`config.mk`:
```
export PLATFORM = sky130hd
export DESIGN_NAME = i2c_target_sim
export DESIGN_NICKNAME = d
export VERILOG_FILES = /design/src/rtl/i2c_target_sim.sv
export SDC_FILE = /design/constraint.sdc
export NUM_CORES = 1
export LEC_CHECK = 0
export CAP_MARGIN = 20
export CORE_ASPECT_RATIO = 1.5
export CORE_MARGIN = 2
export CORE_UTILIZATION = 50
export CTS_CLUSTER_DIAMETER = 60
export DETAILED_ROUTE_END_ITERATION = 8
export PLACE_DENSITY = 0.72
export REMOVE_ABC_BUFFERS = 1
export SYNTH_ARGS = -nofsm -noshare
export SYNTH_HDL_FRONTEND = slang
export SYNTH_SLANG_ARGS = --single-unit
```
`constraint.sdc`:
```
create_clock -name clk_i -period 6.56 [get_ports clk_i]
set_clock_uncertainty 0.2 [all_clocks]
set_input_delay 1.312 -clock clk_i [delete_from_list [all_inputs] [get_ports clk_i]]
set_output_delay 1.312 -clock clk_i [all_outputs]
set_load 0.01 [all_outputs]
```
`src/rtl/i2c_target_sim.sv`:
```
// I2C target exposing a small byte register file: write a pointer byte, then write or read
// data bytes with auto-increment. SDA is open-drain via sda_oe_o; bus inputs are synchronized.
module i2c_target_sim #(
    parameter logic [6:0]  TargetAddr = 7'h50,
    parameter int unsigned MemDepth   = 16,
    localparam int unsigned AddrW     = $clog2(MemDepth)
) (
    input  logic             clk_i,
    input  logic             rst_i,
    input  logic             scl_i,
    input  logic             sda_i,
    output logic             sda_oe_o,
    output logic             busy_o,
    output logic             wr_valid_o,
    output logic [AddrW-1:0] wr_addr_o,
    output logic [7:0]       wr_data_o
);

    typedef enum logic [3:0] {
        StIdle, StAddr, StAddrAck, StPtr, StPtrAck, StWdata, StWdataAck, StRdata, StRdataAck
    } state_e;

    logic scl_s1_q, scl_s2_q, scl_dly_q;
    logic sda_s1_q, sda_s2_q, sda_dly_q;

    state_e           state_q, state_d;
    logic [3:0]       cnt_q, cnt_d;
    logic [7:0]       sr_q, sr_d;
    logic [AddrW-1:0] ptr_q, ptr_d;
    logic             ack_q, ack_d;
    logic             rw_q, rw_d;
    logic             sda_oe_q, sda_oe_d;
    logic             busy_q, busy_d;
    logic             wr_valid_q, wr_valid_d;
    logic [AddrW-1:0] wr_addr_q, wr_addr_d;
    logic [7:0]       wr_data_q, wr_data_d;
    logic [7:0]       mem_q [MemDepth];

    logic       scl_rise, scl_fall, start_det, stop_det;
    logic [7:0] byte_in, rd_byte;

    assign scl_rise  = scl_s2_q & ~scl_dly_q;
    assign scl_fall  = ~scl_s2_q & scl_dly_q;
    assign start_det = ~sda_s2_q & sda_dly_q & scl_s2_q;
    assign stop_det  = sda_s2_q & ~sda_dly_q & scl_s2_q;
    assign byte_in   = {sr_q[6:0], sda_s2_q};
    assign rd_byte   = mem_q[ptr_q];

    always_comb begin
        state_d    = state_q;
        cnt_d      = cnt_q;
        sr_d       = sr_q;
        ptr_d      = ptr_q;
        ack_d      = ack_q;
        rw_d       = rw_q;
        sda_oe_d   = sda_oe_q;
        busy_d     = busy_q;
        wr_valid_d = 1'b0;
        wr_addr_d  = wr_addr_q;
        wr_data_d  = wr_data_q;

        if (stop_det) begin
            state_d  = StIdle;
            cnt_d    = 4'd0;
            sda_oe_d = 1'b0;
            busy_d   = 1'b0;
        end else if (start_det) begin
            // Also a repeated START; any partial byte is simply dropped.
            state_d  = StAddr;
            cnt_d    = 4'd0;
            sda_oe_d = 1'b0;
        end else begin
            unique case (state_q)
                StIdle: ;
                StAddr, StPtr, StWdata: begin
                    if (scl_rise) begin
                        sr_d  = byte_in;
                        cnt_d = cnt_q + 4'd1;
                        ack_d = 1'b0;
                        if (cnt_q == 4'd7) begin
                            cnt_d = 4'd0;
                            if (state_q == StAddr) begin
                                if (byte_in[7:1] == TargetAddr) begin
                                    state_d = StAddrAck;
                                    busy_d  = 1'b1;
                                    rw_d    = byte_in[0];
                                end else begin
                                    state_d = StIdle;
                                end
                            end else if (state_q == StPtr) begin
                                ptr_d   = byte_in[AddrW-1:0];
                                state_d = StPtrAck;
                            end else begin
                                wr_valid_d = 1'b1;
                                wr_addr_d  = ptr_q;
                                wr_data_d  = byte_in;
                                ptr_d      = ptr_q + AddrW'(1);
                                state_d    = StWdataAck;
                            end
                        end
                    end
                end
                StAddrAck, StPtrAck, StWdataAck: begin
                    // First SCL fall starts driving ACK, the second one ends it.
                    if (scl_fall) begin
                        if (!ack_q) begin
                            ack_d    = 1'b1;
                            sda_oe_d = 1'b1;
                        end else begin
                            ack_d    = 1'b0;
                            cnt_d    = 4'd0;
                            sda_oe_d = 1'b0;
                            if (state_q == StAddrAck && rw_q) begin
                                state_d  = StRdata;
                                sr_d     = rd_byte;
                                sda_oe_d = ~rd_byte[7];
                            end else if (state_q == StAddrAck) begin
                                state_d = StPtr;
                            end else begin
                                state_d = StWdata;
                            end
                        end
                    end
                end
                StRdata: begin
                    if (scl_rise) begin
                        cnt_d = cnt_q + 4'd1;
                    end else if (scl_fall) begin
                        if (cnt_q == 4'd8) begin
                            state_d  = StRdataAck;
                            sda_oe_d = 1'b0;
                            cnt_d    = 4'd0;
                            ack_d    = 1'b0;
                        end else begin
                            sr_d     = {sr_q[6:0], 1'b0};
                            sda_oe_d = ~sr_q[6];
                        end
                    end
                end
                StRdataAck: begin
                    if (scl_rise) begin
                        if (!sda_s2_q) begin
                            ptr_d = ptr_q + AddrW'(1);
                            ack_d = 1'b1;
                        end else begin
                            state_d = StIdle;
                        end
                    end else if (scl_fall && ack_q) begin
                        state_d  = StRdata;
                        ack_d    = 1'b0;
                        cnt_d    = 4'd0;
                        sr_d     = rd_byte;
                        sda_oe_d = ~rd_byte[7];
                    end
                end
                default: state_d = StIdle;
            endcase
        end
    end

    always_ff @(posedge clk_i or posedge rst_i) begin
        if (rst_i) begin
            scl_s1_q   <= 1'b1;
            scl_s2_q   <= 1'b1;
            scl_dly_q  <= 1'b1;
            sda_s1_q   <= 1'b1;
            sda_s2_q   <= 1'b1;
            sda_dly_q  <= 1'b1;
            state_q    <= StIdle;
            cnt_q      <= 4'd0;
            sr_q       <= 8'h00;
            ptr_q      <= '0;
            ack_q      <= 1'b0;
            rw_q       <= 1'b0;
            sda_oe_q   <= 1'b0;
            busy_q     <= 1'b0;
            wr_valid_q <= 1'b0;
            wr_addr_q  <= '0;
            wr_data_q  <= 8'h00;
            mem_q      <= '{default: 8'h00};
        end else begin
            scl_s1_q   <= scl_i;
            scl_s2_q   <= scl_s1_q;
            scl_dly_q  <= scl_s2_q;
            sda_s1_q   <= sda_i;
            sda_s2_q   <= sda_s1_q;
            sda_dly_q  <= sda_s2_q;
            state_q    <= state_d;
            cnt_q      <= cnt_d;
            sr_q       <= sr_d;
            ptr_q      <= ptr_d;
            ack_q      <= ack_d;
            rw_q       <= rw_d;
            sda_oe_q   <= sda_oe_d;
            busy_q     <= busy_d;
            wr_valid_q <= wr_valid_d;
            wr_addr_q  <= wr_addr_d;
            wr_data_q  <= wr_data_d;
            if (wr_valid_d) begin
                mem_q[wr_addr_d] <= wr_data_d;
            end
        end
    end

    assign sda_oe_o   = sda_oe_q;
    assign busy_o     = busy_q;
    assign wr_valid_o = wr_valid_q;
    assign wr_addr_o  = wr_addr_q;
    assign wr_data_o  = wr_data_q;

endmodule

```
==> results of run 1 <==
-- cells by family after synthesis --
| group | after synthesis | synth area share, % |
|---|---|---|
| flip-flops | 170 | 51.0 |
| adder cells (fa/ha/maj) | 5 | 0.749 |
| AO/OA/AOI/OAI | 69 | 5.89 |
| AND/OR/NAND/NOR | 119 | 9.20 |
| multiplexers | 195 | 30.5 |
| XOR/XNOR | 1 | 0.105 |
| buffers and inverters | 47 | 2.49 |
-- state kept, by name (all words and copies together) (netlist names), 4 cells and up --
signal and flops:
wr_data_o 8, mem_q 128, cnt_q 4, state_q 4
sr_q 7, wr_addr_o 4, ptr_q 4
-- layout by cell type, fill, tap and decap left out, drive strengths merged, types with 3 or more instances in the layout --
| master | netlist | final |
|---|---|---|
| a21o | 4 | 4 |
| a21oi | 17 | 17 |
| a31oi | 5 | 5 |
| and2 | 5 | 5 |
| and3 | 3 | 3 |
| buf | 14 | 5 |
| clkbuf | 21 | 18 |
| clkdlybuf4s50 | 0 | 18 |
| clkinv | 0 | 7 |
| dfrtp | 164 | 164 |
| dfstp | 6 | 6 |
| ha | 5 | 5 |
| inv | 12 | 19 |
| mux2 | 146 | 146 |
| mux2i | 16 | 16 |
| mux4 | 33 | 33 |
| nand2 | 33 | 33 |
| nand2b | 5 | 5 |
| nand3 | 16 | 16 |
| nand4 | 8 | 8 |
| nor2 | 12 | 12 |
| nor2b | 5 | 5 |
| nor3 | 11 | 11 |
| nor3b | 4 | 4 |
| o21ai | 7 | 7 |
| o21bai | 5 | 5 |
| o221ai | 8 | 8 |
| o31ai | 4 | 4 |
| or3 | 4 | 4 |
-- cells in the mapped netlist, types with 4 or more instances --
cell	instances
dfrtp_1	164
mux2_2	146
mux4_2	33
nand2_1	32
clkbuf_1	21
a21oi_1	17
mux2i_1	16
nor2_1	12
inv_1	11
nand3_1	11
nor3_1	9
o221ai_1	8
buf_2	7
o21ai_0	7
dfstp_2	6
a31oi_1	5
and2_1	5
ha_1	5
nand2b_1	5
nand3_2	5
nand4_1	5
nor2b_1	5
o21bai_1	5
a21o_1	4
o31ai_1	4
or3_1	4
-- cell type report --
cell class | count | area, µm² | area share (%)
clock buffer | 18 | 429 | 4.63
clock inverter | 14 | 173 | 1.86
tap | 206 | 258 | 2.78
inverter | 12 | 50.0 | 0.540
sequential | 170 | 4260 | 46.0
timing repair buffer | 23 | 218 | 2.35
multi-input combinational | 389 | 3880 | 41.8
-- power groups by stage --
stage	clock network, µW	logic (µW)	registers (µW)
2_1_floorplan	0	439	1270
3_3_place_gp	0	649	1240
3_5_place_dp	0	661	1250
4_1_cts	1010	665	1220
5_1_grt	1050	718	1240
6_report	991	666	1230
-- through the flow --
stage	instance area [µm²]	setup slack, ns
floorplan	8190	0.454
global placement	8670	3.35
detailed placement	8670	3.26
CTS	9270	3.28
global route	9270	3.10
finish	9270	3.25
-- metal layers --
layer	vias to the layer above	global-route usage, %	part of all wire (%)
li1	2292	-	-
met1	2779	28.5	39
met2	154	40.2	53
met3	55	3.89	3.5
met4	0	12.7	5.4
met5	-	0	0
-- worst min path at each step --
stage | from | to | slack [ns] | cells past startpoint
6_report | sda_s1_q$_DFF_PP1_ | sda_s2_q$_DFF_PP1_ | 0.16 | 0
5_1_grt | sda_s1_q$_DFF_PP1_ | sda_s2_q$_DFF_PP1_ | 0.17 | 0
4_1_cts | sda_s1_q$_DFF_PP1_ | sda_s2_q$_DFF_PP1_ | 0.16 | 0
3_5_place_dp | sda_s1_q$_DFF_PP1_ | sda_s2_q$_DFF_PP1_ | 0.15 | 0
3_3_place_gp | sda_s1_q$_DFF_PP1_ | sda_s2_q$_DFF_PP1_ | 0.15 | 0
2_1_floorplan | scl_s1_q$_DFF_PP1_ | scl_s2_q$_DFF_PP1_ | 0.15 | 0
-- worst max-delay path, delay by kind of cell (launching register included) --
kind | cells | cell delay [ns]
simple gates | 2 | 0.98
buf+inv | 1 | 0.44
fa+ha+maj | 1 | 0.52
mux | 1 | 0.44
flops | 1 | 0.61
==> results.sh, run 1 <==
export IMPL_instances_no_fill=832
export IMPL_period_share_pct=50.5
export IMPL_worstHoldPathType="reg2reg"
export IMPL_dr_pass1_iters=7
export IMPL_routed_wl_mm=19.5
export IMPL_dpl_hpwl_mm=13.1
export IMPL_ctsResizeCount=0
export IMPL_nFillCells=1294
export IMPL_maxSlewViolCount=0
export IMPL_async_flop_share_pct=100
export IMPL_min_period_ns=3.31
export IMPL_wl_per_cell_um=23.5
export IMPL_ctsHoldBuffers=0
export IMPL_grt_pass1_vias=5627
export IMPL_drt_iter0_markers=359
export IMPL_final_core_util_pct=57.0
export IMPL_setup_viol=0
export IMPL_antenna_found_initial=0
export IMPL_grt_max_degree=94
export IMPL_r2r_slack_ns=3.25
export IMPL_place_gp_congestion=0.961
export IMPL_root_buffer="clkbuf_16"
export IMPL_synth_flop_cell="dfrtp_1"
export IMPL_cts_tree="built"
export IMPL_io_buffers=18
export IMPL_rows=57
export IMPL_comb_power_share_pct=23.1
export IMPL_end_kind="flip-flop"
export IMPL_rsz0062_at_grt="no"
export IMPL_die_w_um=110
export IMPL_route_detailed_drc=0
export IMPL_synthTopCellsByArea="dfrtp_1 (49%), mux2_2 (20%), mux4_2 (8.9%), mux2i_1 (1.9%), dfstp_2 (1.9%)"
export IMPL_clkLatencyLatePin_ns=0.43
export IMPL_p_leak_uw=0.00430
export IMPL_die_area_um2=17800
export IMPL_slew_headroom_pct=28.3
export IMPL_fp_dieH_um=162
export IMPL_intPower_uw=1900
export IMPL_core_um2=16300
export IMPL_synth_distinct_cells=65
export IMPL_syn_avg_cell_area_um2=13.8
export IMPL_tightest_slew_ns=1.08
export IMPL_grt_pass1_wl_mm=31.3
export IMPL_power_switching_uw=985
export IMPL_seq_power_share_pct=42.5
export IMPL_ir_drop_uv=168
export IMPL_hold_ws_ns=0.156
export IMPL_yosysTopAreaCellShare_pct=49.2
export IMPL_required_ns=6.67
export IMPL_ys_seq_elements=170
export IMPL_fin_nets=622
export IMPL_cts_setup_buffers=0
export IMPL_num_antenna_cells=0
export IMPL_clk_pin_slew_ns=0.07
export IMPL_clock_path_buffers=2
export IMPL_r2r_end="mem_q[30]$_DFFE_PP0P_"
export IMPL_dp_cells=800
export IMPL_cts_sinks=170
export IMPL_h_tree_depth=4
export IMPL_worst_r2r_cell_count=5
export IMPL_clock_power_share_pct=34.4
export IMPL_crit_end="mem_q[30]$_DFFE_PP0P_"
export IMPL_drtAntennaViolNets=0
export IMPL_yosysTopAreaCell="dfrtp_1"
export IMPL_cts_inserted_buffers=17
export IMPL_critPathSlowestCell="dfstp_2"
export IMPL_critPathLaunch="scl_s2_q$_DFF_PP1_"
export IMPL_io_pins=19
export IMPL_rr_startpoint="scl_s2_q$_DFF_PP1_"
export IMPL_cp_start_kind="flip-flop"
export IMPL_drv_cap=0
export IMPL_max_freq_ghz=0.302
export IMPL_grtUsageTotal_pct=23.7
export IMPL_initial_core_util_pct=51.3
export IMPL_final_layout_size_suffix_gt1_share_pct=39.5
export IMPL_synth_cells=606
export IMPL_grt_overflow_total=0
export IMPL_area_delta_synth_final_pct=11.0
export IMPL_vias_per_cell=6.35
export IMPL_crit_chain="ha_1, nand4_4, inv_2, nand4_2, mux2_2"
export IMPL_hold_violations=0
export IMPL_slowest_delay_ns=0.61
export IMPL_tns_ns=0
export IMPL_power_uw=2880
export IMPL_yosysSeqAreaShare_pct=51.0
export IMPL_switching_share_pct=34.2
export IMPL_syn_area_um2=8350
export IMPL_ys_warn_count=0
export IMPL_outcome="completed"
export IMPL_vias=5280
export IMPL_path_class="reg2reg"
export IMPL_p_per_area_nw_per_um2=311
export IMPL_synth_edff_count=0
export IMPL_path_max_fanout=18
export IMPL_cp_arrival_ns=3.42
Power figures use the tool's default switching activity.
==> run 2, diff against run 1 <==
--- a/config.mk
+++ b/config.mk
@@ -11,7 +11,7 @@
 export CORE_UTILIZATION = 50
 export CTS_CLUSTER_DIAMETER = 60
 export DETAILED_ROUTE_END_ITERATION = 8
-export PLACE_DENSITY = 0.72
+export PLACE_DENSITY = 0.75
 export REMOVE_ABC_BUFFERS = 1
 export SYNTH_ARGS = -nofsm -noshare
 export SYNTH_HDL_FRONTEND = slang
==> constraint.sdc (replaced) <==
create_clock -name clk_i -period 2.7 [get_ports clk_i]
set_clock_uncertainty 0.2 [all_clocks]
set_input_delay 0.54 -clock clk_i [delete_from_list [all_inputs] [get_ports clk_i]]
set_output_delay 0.54 -clock clk_i [all_outputs]
set_load 0.01 [all_outputs]
==> run 2 against run 1 <==
Effect of this change: clock power increased by 140%; flip-flop and latch count did not move; combinational power rose to 2.8 times the previous value; final cell count up 4.9%; wire length is 5.6% higher; maximum frequency grew 27%; core utilization rose by 2.0 points; final area rose by 3.6%; total power is 150% higher; sequential power rose by 140%; critical path depth rose by 2; sequential share of layout area down 1.6 points; critical path type unchanged.
==> results.sh, run 2 (synthesis gave the netlist of run 1 again) <==
export IMPL_worst_r2r_cell_count=7
export IMPL_clk_pin_slew_ns=0.07
export IMPL_top_register="mem_q"
export IMPL_rows=57
export IMPL_cts_tree="built"
export IMPL_drv_cap=0
export IMPL_final_cell_mix="dfrtp_1 (162), mux2_2 (146), buf_4 (41)"
export IMPL_final_layout_size_suffix_gt1_share_pct=43.5
export IMPL_top_usage_layer="met2"
export IMPL_gr_usage_met3_pct=4.25
export IMPL_tightest_slew_ns=0.726
export IMPL_clock_path_buffers=2
export IMPL_drt_iter0_markers=372
export IMPL_clkLatencyLatePin_ns=0.44
export IMPL_vias=5378
export IMPL_power_uw=7140
export IMPL_final_common_cell="dfrtp_1"
export IMPL_grt_overflow_total=0
export IMPL_cts_setup_buffers=0
export IMPL_p_per_area_nw_per_um2=744
export IMPL_fp_dieH_um=162
export IMPL_dr_pass1_iters=4
export IMPL_cp_arrival_ns=2.72
export IMPL_vias_per_cell=6.16
export IMPL_rsz0062_at_grt="no"
export IMPL_nFillCells=1285
export IMPL_required_ns=2.82
export IMPL_die_area_um2=17800
export IMPL_grtUsageTotal_pct=25.1
export IMPL_path_class="reg2reg"
export IMPL_cp_start_kind="flip-flop"
export IMPL_ir_drop_uv=440
export IMPL_r2r_slack_ns=0.09
export IMPL_h_tree_depth=4
export IMPL_root_buffer="clkbuf_16"
export IMPL_io_pins=19
export IMPL_area_delta_synth_final_pct=15.0
export IMPL_tns_ns=0
export IMPL_routed_wl_mm=20.6
export IMPL_ctsHoldBuffers=0
export IMPL_p_leak_uw=0.00450
export IMPL_initial_core_util_pct=51.3
export IMPL_cts_sinks=170
export IMPL_hold_violations=0
export IMPL_route_detailed_drc=0
export IMPL_maxSlewViolCount=0
export IMPL_drtAntennaViolNets=0
export IMPL_place_gp_congestion=0.944
export IMPL_io_buffers=18
export IMPL_final_core_util_pct=59.0
export IMPL_cts_inserted_buffers=17
export IMPL_dp_slack_ns=0.118
export IMPL_fin_nets=663
export IMPL_wl_per_cell_um=23.6
export IMPL_grt_pass1_wl_mm=32.9
export IMPL_grt_max_degree=56
export IMPL_dpl_hpwl_mm=14.5
export IMPL_use_met2_pct=44.2
export IMPL_max_freq_ghz=0.384
export IMPL_period_share_pct=96.5
export IMPL_hold_ws_ns=0.160
export IMPL_end_kind="flip-flop"
export IMPL_setup_viol=0
export IMPL_hold_depth=0
export IMPL_worstHoldPathType="reg2reg"
export IMPL_core_um2=16300
export IMPL_grt_pass1_vias=5858
export IMPL_largest_register_ffs=128
export IMPL_ctsResizeCount=0
export IMPL_antenna_found_initial=0
export IMPL_path_max_fanout=7
export IMPL_gr_usage_met1_pct=28.9
export IMPL_setup_ws_ns=0.0943
export IMPL_die_w_um=110
export IMPL_outcome="completed"
export IMPL_num_antenna_cells=0
export IMPL_slew_headroom_pct=51.0
export IMPL_min_period_ns=2.61
-- run 2: through the flow --
step / instances / cell area, µm²
2_1_floorplan: 571 / 8190
5_1_grt: 873 / 9600
6_report: 873 / 9600
3_5_place_dp: 841 / 9040
4_1_cts: 873 / 9600
3_3_place_gp: 841 / 9040
-- run 2: critical path: stages (launching register included) --
cell     delay, ns
dfstp_2       0.54
ha_1          0.34
a21oi_1       0.12
a22o_1        0.29
a221o_1       0.30
nor4_4        0.15
buf_4         0.21
mux2_2        0.35
-- run 2: report_power, final --
part           switching [µW]  internal [µW]  total [µW]
clock network            1120           1210        2340
logic                    1060            834        1890
registers                 241           2670        2920
-- run 2: layout make-up --
cell class              instances  area, µm²  share of cell area [%]
inverters                      12       50.0                   0.521
clock buffers                  17        425                    4.43
well taps                     206        258                    2.68
clock inverters                15        131                    1.37
repair buffers                 64        588                    6.12
flip-flops and latches        170       4260                    44.4
multi-input cells             389       3880                    40.5
-- run 2: path summary, 6_finish.rpt --
kind,startpoint,end
max,scl_s2_q$_DFF_PP1_,sr_q[3]$_DFFE_PP0P_
min,sda_s1_q$_DFF_PP1_,sda_s2_q$_DFF_PP1_
max reg2reg,scl_s2_q$_DFF_PP1_,sr_q[3]$_DFFE_PP0P_
min reg2reg,sda_s1_q$_DFF_PP1_,sda_s2_q$_DFF_PP1_
max in group asynchronous,rst_i,mem_q[98]$_DFFE_PP0P_
min in group asynchronous,rst_i,mem_q[104]$_DFFE_PP0P_
-- run 2: per-layer routing --
layer / part of all wire (%) / routed length [µm] / vias to the layer above
li1: - / - / 2378
met1: 38 / 7940 / 2797
met2: 54 / 11100 / 145
met3: 3.2 / 664 / 58
met4: 4.7 / 974 / 0
met5: 0 / 0 / -
==> run 3, diff against run 2 <==
--- a/config.mk
+++ b/config.mk
@@ -8,10 +8,10 @@
 export CAP_MARGIN = 20
 export CORE_ASPECT_RATIO = 1.5
 export CORE_MARGIN = 2
-export CORE_UTILIZATION = 50
+export CORE_UTILIZATION = 45
 export CTS_CLUSTER_DIAMETER = 60
 export DETAILED_ROUTE_END_ITERATION = 8
-export PLACE_DENSITY = 0.75
+export PLACE_DENSITY = 0.69
 export REMOVE_ABC_BUFFERS = 1
 export SYNTH_ARGS = -nofsm -noshare
 export SYNTH_HDL_FRONTEND = slang
==> run 3 against run 2 <==
Effect of this change: final cell count rose by 4.6%; global-route usage fell by 4.0 points; combinational power fell by 3%; via count fell by 2.5%; non-clock buffer count fell by 6; count of clock-buffer cells in the layout did not move; critical path type unchanged; largest cell class unchanged; wire length fell by 6.9%; highest routed layer unchanged; first-iteration DRC count fell by 1.3%.
==> results.sh, run 3 (synthesis gave the netlist of run 1 again) <==
export IMPL_intPower_uw=4750
export IMPL_grtUsageTotal_pct=21.2
export IMPL_power_switching_uw=2400
export IMPL_clock_path_buffers=2
export IMPL_drt_iter0_markers=367
export IMPL_required_ns=2.81
export IMPL_outcome="completed"
export IMPL_cp_start_kind="flip-flop"
export IMPL_num_antenna_cells=0
export IMPL_largest_register_ffs=128
export IMPL_worst_r2r_cell_count=6
export IMPL_seq_power_share_pct=40.8
export IMPL_fin_nets=657
export IMPL_clock_power_share_pct=33.6
export IMPL_dr_pass1_iters=4
export IMPL_place_gp_congestion=0.903
export IMPL_slew_headroom_pct=51.2
export IMPL_p_leak_uw=0.00450
export IMPL_final_layout_size_suffix_gt1_share_pct=43.1
export IMPL_area_delta_synth_final_pct=16.0
export IMPL_vias_per_cell=5.74
export IMPL_die_w_um=115
export IMPL_path_max_fanout=12
export IMPL_vias=5244
export IMPL_grt_pass1_wl_mm=31.3
export IMPL_rr_startpoint="cnt_q[1]$_DFFE_PP0P_"
export IMPL_clkLatencyLatePin_ns=0.43
export IMPL_io_pins=19
export IMPL_wl_per_cell_um=21.0
export IMPL_r2r_slack_ns=0.11
export IMPL_clk_pin_slew_ns=0.07
export IMPL_final_cell_mix="dfrtp_1 (162), mux2_2 (146), mux4_2 (33), buf_4 (33), nand2_1 (32)"
export IMPL_rsz0062_at_grt="no"
export IMPL_grt_overflow_total=0
export IMPL_instances_no_fill=913
export IMPL_fp_dieH_um=171
export IMPL_maxSlewViolCount=0
export IMPL_path_class="reg2reg"
export IMPL_hold_ws_ns=0.157
export IMPL_switching_share_pct=33.6
export IMPL_setup_viol=0
export IMPL_grt_pass1_vias=5704
export IMPL_min_period_ns=2.59
export IMPL_antenna_found_initial=0
export IMPL_dp_cells=881
export IMPL_routed_wl_mm=19.2
export IMPL_final_common_cell="dfrtp_1"
export IMPL_core_um2=18400
export IMPL_comb_power_share_pct=25.6
export IMPL_grt_max_degree=43
export IMPL_drv_cap=0
export IMPL_cts_tree="built"
export IMPL_tightest_slew_ns=0.724
export IMPL_hold_violations=0
export IMPL_dpl_hpwl_mm=14.3
export IMPL_period_share_pct=95.8
export IMPL_io_buffers=18
export IMPL_drtAntennaViolNets=0
export IMPL_ir_drop_uv=474
export IMPL_cp_arrival_ns=2.69
export IMPL_h_tree_depth=4
export IMPL_top_register="mem_q"
export IMPL_dp_slack_ns=0.0561
export IMPL_root_buffer="clkbuf_16"
export IMPL_route_detailed_drc=0
export IMPL_p_per_area_nw_per_um2=739
export IMPL_cts_inserted_buffers=17
export IMPL_worstHoldPathType="reg2reg"
export IMPL_critPathLaunch="cnt_q[1]$_DFFE_PP0P_"
export IMPL_initial_core_util_pct=45.4
export IMPL_r2r_end="mem_q[103]$_DFFE_PP0P_"
export IMPL_max_freq_ghz=0.387
export IMPL_setup_ws_ns=0.114
export IMPL_crit_end="mem_q[103]$_DFFE_PP0P_"
export IMPL_die_area_um2=19700
export IMPL_rows=61
export IMPL_cts_sinks=170
export IMPL_cts_setup_buffers=0
export IMPL_ctsHoldBuffers=0
export IMPL_end_kind="flip-flop"
export IMPL_tns_ns=0
## run 3: cell count changes in the layout (fill, tap and decap cells not counted)
| cell | delta |
|---|---|
| clkinv_8 | +3 |
| ha_1 | -1 |
| clkinvlp_4 | -3 |
| inv_6 | +1 |
| buf_4 | -8 |
| buf_12 | +2 |
| clkinv_2 | -2 |
| clkinv_4 | +1 |
| inv_8 | -1 |
| ha_2 | +1 |
| inv_12 | +1 |
## run 3: what timing repair did
item	CTS	global route
hold endpoints to repair	0	0
setup endpoints to repair	0	10
resized for setup	0	2
## run 3: metal layers
layer / vias up / wire (µm) / track usage (%) / part of all wire (%)
met1: 2730 / 7050 / 23.6 / 37
met2: 111 / 10900 / 38.6 / 57
met3: 44 / 492 / 3.12 / 2.6
met4: 0 / 745 / 10.6 / 3.9
li1: 2359 / - / - / -
met5: - / 0 / 0 / 0
## run 3: through the flow
step	util (%)	instance area (µm²)	total power (µW)
2_1_floorplan	-	8190	4140
3_3_place_gp	49.3	9080	4790
6_report	52.6	9680	7160
3_5_place_dp	49.3	9080	4800
4_1_cts	52.6	9670	7220
5_1_grt	52.6	9680	7510
## run 3: layout make-up
class,instances,area [µm²]
clock buffers,17,425
clock inverters,15,170
fillers,1535,8710
inverters,12,50.0
multi-input cells,389,3890
flip-flops and latches,170,4260
well taps,252,315
repair buffers,58,568
## run 3: power by group through the flow
| stage | Combinational [µW] | Clock, µW | Sequential [µW] |
|---|---|---|---|
| global placement | 1820 | 0 | 2970 |
| floorplan | 1070 | 0 | 3080 |
| finish | 1830 | 2400 | 2920 |
| CTS | 1840 | 2460 | 2920 |
| detailed placement | 1830 | 0 | 2970 |
| global route | 2000 | 2560 | 2950 |
## run 3: worst min-delay path by stage
stage                  startpoint            endpoint  slack [ns]  cells after the start
2_1_floorplan  scl_s1_q$_DFF_PP1_  scl_s2_q$_DFF_PP1_        0.15                      0
3_3_place_gp   sda_s1_q$_DFF_PP1_  sda_s2_q$_DFF_PP1_        0.15                      0
3_5_place_dp   scl_s1_q$_DFF_PP1_  scl_s2_q$_DFF_PP1_        0.15                      0
4_1_cts        sda_s1_q$_DFF_PP1_  sda_s2_q$_DFF_PP1_        0.16                      0
5_1_grt        sda_s1_q$_DFF_PP1_  sda_s2_q$_DFF_PP1_        0.17                      0
6_report       sda_s1_q$_DFF_PP1_  sda_s2_q$_DFF_PP1_        0.16                      0
## run 3: worst max-delay path, stage by stage (launching register included)
cell and delay (ns):
dfrtp_1 0.40, ha_1 0.22, and3b_1 0.31, nand4_4 0.26
inv_2 0.29, nand4_2 0.38, mux2_2 0.41
